## src/rtl/usb_rx_bit_decoder.sv

```systemverilog
// usb_rx_bit_decoder
//   USB full-speed receive front end. Oversamples D+/D-, recovers bit timing
//   from line transitions, NRZI-decodes, removes stuffed bits. It also flags
//   end-of-packet (SE0) and bit-stuff violations.
//
// Ports
//   clk         system clock (CLKS_PER_BIT clocks per USB bit)
//   n_rst       synchronous active-low reset
//   d_plus      USB D+ line
//   d_minus     USB D- line
//   rx_enable   0 forces IDLE and suppresses every output pulse
//   serial_out  last decoded, unstuffed bit (held between pulses)
//   shift_en    one-cycle pulse: serial_out carries a new data bit
//   rcving      high while a packet is in progress (RUN)
//   eop         one-cycle pulse after SE0 is sampled
//   stuff_err   one-cycle pulse after a bit-stuff violation
//
// Configuration macro
//   USB_RX_SYNC_EN : when defined, D+/D- pass through a 2-flop synchronizer
//                    (reset D+=1, D-=0). Every latency grows by 2 cycles.
module usb_rx_bit_decoder #(
    parameter int CLKS_PER_BIT  = 8,
    parameter int SAMPLE_OFFSET = 3,
    parameter int STUFF_LIMIT   = 6
) (
    input  logic clk,
    input  logic n_rst,
    input  logic d_plus,
    input  logic d_minus,
    input  logic rx_enable,
    output logic serial_out,
    output logic shift_en,
    output logic rcving,
    output logic eop,
    output logic stuff_err
);
    localparam int PW = (CLKS_PER_BIT > 1) ? $clog2(CLKS_PER_BIT) : 1;
    localparam int OW = $clog2(STUFF_LIMIT + 1);

    typedef enum logic [1:0] {IDLE, RUN, EOP_WAIT, ERR_WAIT} state_t;

    logic dp, dm;

`ifdef USB_RX_SYNC_EN
    logic [1:0] dp_sync, dm_sync;
    always_ff @(posedge clk) begin
        if (!n_rst) begin
            dp_sync <= 2'b11;
            dm_sync <= 2'b00;
        end else begin
            dp_sync <= {dp_sync[0], d_plus};
            dm_sync <= {dm_sync[0], d_minus};
        end
    end
    assign dp = dp_sync[1];
    assign dm = dm_sync[1];
`else
    assign dp = d_plus;
    assign dm = d_minus;
`endif

    state_t        state, state_n;
    logic [PW-1:0] phase, phase_n;
    logic [OW-1:0] ones_cnt, ones_n;
    logic          dp_q, prev_lvl, prev_lvl_n;
    logic          serial_q, serial_n;
    logic          shift_q, shift_n, eop_q, eop_n, serr_q, serr_n;

    // Combinational helpers
    logic          dp_edge, sample, se0, se1, lvl, bit_dec;
    logic [PW-1:0] phase_eff, phase_inc;

    always_ff @(posedge clk) begin
        if (!n_rst) begin
            state    <= IDLE;
            phase    <= '0;
            ones_cnt <= '0;
            dp_q     <= 1'b1;
            prev_lvl <= 1'b1;
            serial_q <= 1'b1;
            shift_q  <= 1'b0;
            eop_q    <= 1'b0;
            serr_q   <= 1'b0;
        end else begin
            state    <= state_n;
            phase    <= phase_n;
            ones_cnt <= ones_n;
            dp_q     <= dp;
            prev_lvl <= prev_lvl_n;
            serial_q <= serial_n;
            shift_q  <= shift_n;
            eop_q    <= eop_n;
            serr_q   <= serr_n;
        end
    end

    always_comb begin
        state_n    = state;
        phase_n    = phase;
        ones_n     = ones_cnt;
        prev_lvl_n = prev_lvl;
        serial_n   = serial_q;
        shift_n    = 1'b0;
        eop_n      = 1'b0;
        serr_n     = 1'b0;

        // Any D+ transition resynchronises timing: the edge cycle is phase 0,
        // so an edge landing on the sample phase suppresses that sample.
        dp_edge   = dp ^ dp_q;
        phase_eff = dp_edge ? '0 : phase;
        phase_inc = (phase_eff == PW'(CLKS_PER_BIT - 1)) ? '0 : phase_eff + PW'(1);
        sample    = !dp_edge && (phase_eff == PW'(SAMPLE_OFFSET));
        se0       = !dp && !dm;
        se1       = dp && dm;
        lvl       = se1 ? prev_lvl : dp;     // SE1 repeats the previous level
        bit_dec   = (lvl == prev_lvl);       // NRZI: no change = 1

        case (state)
            IDLE: begin
                phase_n    = '0;
                ones_n     = '0;
                prev_lvl_n = 1'b1;           // first K then decodes as 0
                if (dp_q && !dp) begin
                    state_n = RUN;
                    phase_n = phase_inc;     // edge cycle was phase 0
                end
            end
            RUN: begin
                phase_n = phase_inc;
                if (sample) begin
                    if (se0) begin
                        // SE0 outranks stuff checking and produces no data bit
                        state_n = EOP_WAIT;
                        eop_n   = 1'b1;
                        ones_n  = '0;
                    end else begin
                        prev_lvl_n = lvl;
                        if (ones_cnt == OW'(STUFF_LIMIT)) begin
                            ones_n = '0;
                            if (bit_dec) begin
                                state_n = ERR_WAIT;
                                serr_n  = 1'b1;
                            end
                            // decoded 0 here is the stuffed bit: dropped
                        end else begin
                            shift_n  = 1'b1;
                            serial_n = bit_dec;
                            ones_n   = bit_dec ? ones_cnt + OW'(1) : '0;
                        end
                    end
                end
            end
            EOP_WAIT, ERR_WAIT: begin
                phase_n = phase_inc;
                if (sample && dp && !dm)
                    state_n = IDLE;
            end
            default: state_n = IDLE;
        endcase

        if (!rx_enable) begin
            state_n    = IDLE;
            phase_n    = '0;
            ones_n     = '0;
            prev_lvl_n = 1'b1;
            serial_n   = serial_q;
            shift_n    = 1'b0;
            eop_n      = 1'b0;
            serr_n     = 1'b0;
        end
    end

    assign serial_out = serial_q;
    assign shift_en   = shift_q;
    assign eop        = eop_q;
    assign stuff_err  = serr_q;
    assign rcving     = (state == RUN);

endmodule
```

## config.mk

```make
export PLATFORM = sky130hd
export DESIGN_NAME = usb_rx_bit_decoder
export DESIGN_NICKNAME = d
export VERILOG_FILES = /design/src/rtl/usb_rx_bit_decoder.sv
export SDC_FILE = /design/constraint.sdc
export NUM_CORES = 1
export LEC_CHECK = 0
export CAP_MARGIN = 20
export CORE_MARGIN = 3
export CORE_UTILIZATION = 30
export CTS_CLUSTER_SIZE = 40
export DETAILED_ROUTE_END_ITERATION = 10
export PLACE_DENSITY = 0.5
export SYNTH_ARGS = -nofsm -noshare
export SYNTH_HDL_FRONTEND = slang
export SYNTH_SLANG_ARGS = --single-unit
export TNS_END_PERCENT = 10
```

## constraint.sdc

```tcl
create_clock -name clk -period 5.1 [get_ports clk]
set_input_delay 0.765 -clock clk [delete_from_list [all_inputs] [get_ports clk]]
set_output_delay 0.765 -clock clk [all_outputs]
set_load 0.1 [all_outputs]
```

==> impl_results.md <==
* Status: finished clean
* First-pass GRT wire length at 2394 um
* Worst setup margin at 1.959 ns
* Vias in the first global route at 551
* Clock Latency Late Sink at 0.27 ns
* Switching power at around 0.048 mW
* Maximum VDD drop at 0.0001157 V
* Die Wd at around 54 um
* Net count after synthesis at a little under 90
* P per Cell Area at 230.7 mW/mm2
* Vias/cell at between 4 and 5
* CTS tree: done
* Largest net degree at the start of global routing at 9
* Critical Path RT at 5.26 ns
* Synth warn at 0
* Startpoint types: input pin
* Fin area at 837.1 um2
* Initial antenna violation count at 0
* Syn_area_per_cell at 8.970 um2
* Internal at 0.1450 mW
* Power share of the sequential group at 0.576
* Cts bufs inserted at 3
* Placed wire-length estimate at 1036 um
* PostCTS Resize Cnt at 0
* Starting DRT DRC Count at 12
* First-pass DRT Iterations at 4
* Syn-to-layout area delta at 21.20%
* Htree depth at 1
* Max Cap Viol at 0
* Starting density of the core at 0.3350
* Final Hold Viols at 0
* Final total power at just under 0.2 mW
* Vias at 577
* Setup Skew at 0.001583 ns
* Routability Congestion at 0.8038
* Endpoints failing setup at 0
* Sw Ratio at 0.2490
* Commonest non-fill, non-tap cells in the layout: dfxtp_1, nand2_1, clkdlybuf4s50_1
* CP arrival at approximately 3.3 ns
* Tmin final at approximately 3.1 ns
* Ratio of cells with drive above 1 in the final layout at 0.08989
* GRT overflow at 0
* Lkg Pwr at roughly 0.32 nW
* Slew headroom at 0.3569
* Fin Setup TNS at 0 ns
* Clock power share at 0.318
* I/O Pins at 10
* Crit end category: flop
* Die footprint at between 0.002 and 0.003 mm2
* Pre-CTS WS at 1.670 ns
* RSZ-0062 raised after global routing: false
* CTS Sinks at 14
* Netlist cell types at 24
* Final nets at 101
* Num rows at 16
* Fin crit share at 0.6159
* Comb power frac at 0.106
* Filler cell count in the final layout at 216
* FMAX at 0.3184 GHz
* Reg2Reg Setup Slack at between 2 and 3 ns
* Root buf cell: clkbuf_4
* Port Buffers at 9
* Largest buffer count on any clock path at 2
* Clk slew on worst S/H paths at 0.08 ns
* DRC viols at 0
* Post-CTS Hold Fix Bufs at 0
* Placed Area at ~810 um2
* WL final at 1370 um
* Total track usage at 0.1162
* Die Ht at 53.98 um
* Commonest non-fill, non-tap cell in the layout: dfxtp_1
* Post-CTS setup buffers at 0
* Slew @ Worst Pin at between 0.9 and 1 ns
* Post-synthesis instance total at 77
* WS Path Type: in -> reg
* Syn Std Cell Area at between 600 and 700 um2
* DRT antenna net count at 0
* Type of the tightest min-delay check: reg -> reg
* Slew Viols, Final at 0
* Worst Path Max Fanout at 7
* Sequential area share after synthesis at 0.4058
* Placeable Area at 0.002062 mm2
* Wire length per cell at ~12 um
* Final antenna diode count at 0
* Number of synthesized register bits at 14
==> cells by family (layout without fill, tap and decap cells) <==
kind of cell | after synthesis | in the layout | share of synthesized area
adders and majority gates | 5 | 5 | 0.09058
buffers and inverters | 6 | 18 | 0.03261
DFF | 14 | 14 | 0.4058
and+or+nand+nor | 36 | 36 | 0.3080
muxes | 2 | 2 | 0.02899
AOI/OAI and AO/OA | 14 | 14 | 0.1341
==> synthesized netlist by cell type (all sizes together) <==
library cell	count	area (um2)
nor2	8	30.03
nor3	3	15.01
nor4b	3	38.79
nand2	9	33.78
nand4b	2	17.52
o311ai	1	8.760
or4b	1	13.76
ha	5	62.56
nand3	5	25.02
a21o	1	7.510
nand2b	1	13.76
dfxtp	14	280.3
and2	2	12.51
inv	6	22.52
or3	1	6.260
a21oi	4	20.02
o21ai	2	13.76
nor2b	1	6.260
o32a	1	10.01
a211oi	1	7.510
a31oi	4	25.02
mux2i	2	20.02
==> metrics by stage <==
step | hold slack, ns | utilization | std cells
after detailed placement | 0.4720 | 0.3950 | 113
after global routing | 0.5136 | 0.4059 | 116
after global placement | 0.4636 | 0.3950 | 113
final | 0.4773 | 0.4059 | 116
after CTS | 0.4840 | 0.4059 | 116
after floorplan | 0.4492 | - | 77
==> routing by layer <==
metal | global-route usage | routed length (um) | vias up
met3 | 0.03324 | 47 | 2
li1 | - | - | 302
met4 | 0.07469 | 18 | 0
met1 | 0.1364 | 678 | 262
met5 | 0 | 0 | -
met2 | 0.1835 | 626 | 11
==> worst max-delay path: stages <==
cell	delay (ns)
clkdlybuf4s50_1	0.60
inv_1	0.13
ha_1	0.39
and2_1	0.17
ha_1	0.14
ha_1	0.18
nand2_1	0.16
or4b_4	0.56
o21ai_2	0.12
nand3_1	0.08
==> final cells by class <==
| type | count | area [um2] | share of cell area |
|---|---|---|---|
| timing repair buffer | 9 | 90.09 | 0.1076 |
| sequential | 14 | 280.3 | 0.3348 |
| clock buffer | 3 | 22.52 | 0.02691 |
| tap | 27 | 33.78 | 0.04036 |
| inverter | 6 | 22.52 | 0.02691 |
| multi-input combinational | 57 | 387.9 | 0.4634 |
==> state kept, by name (all words and copies together) (netlist names) <==
| register | count |
|---|---|
| dp_q | 1 |
| state | 2 |
| ones_cnt | 3 |
| eop | 1 |
| stuff_err | 1 |
| phase | 3 |
| prev_lvl | 1 |
| shift_en | 1 |
| serial_out | 1 |
==> path summary, 6_finish.rpt <==
| check | from | cells past startpoint | endpoint |
|---|---|---|---|
| worst max-delay path | d_plus | 10 | serial_out |
| worst min-delay path | ones_cnt[0] | 2 | ones_cnt[0] |
| worst max register to register | dp_q | 8 | serial_out |
| worst min register to register | ones_cnt[0] | 2 | ones_cnt[0] |
==> power groups by stage <==
stage | logic, mW | registers (mW) | clock network, mW
after detailed placement | 0.0205 | 0.114 | 0
after global placement | 0.0207 | 0.114 | 0
final | 0.0205 | 0.111 | 0.0614
after floorplan | 0.0120 | 0.114 | 0
after CTS | 0.0206 | 0.111 | 0.0649
after global routing | 0.0225 | 0.111 | 0.0680
Power figures use the tool's default switching activity.
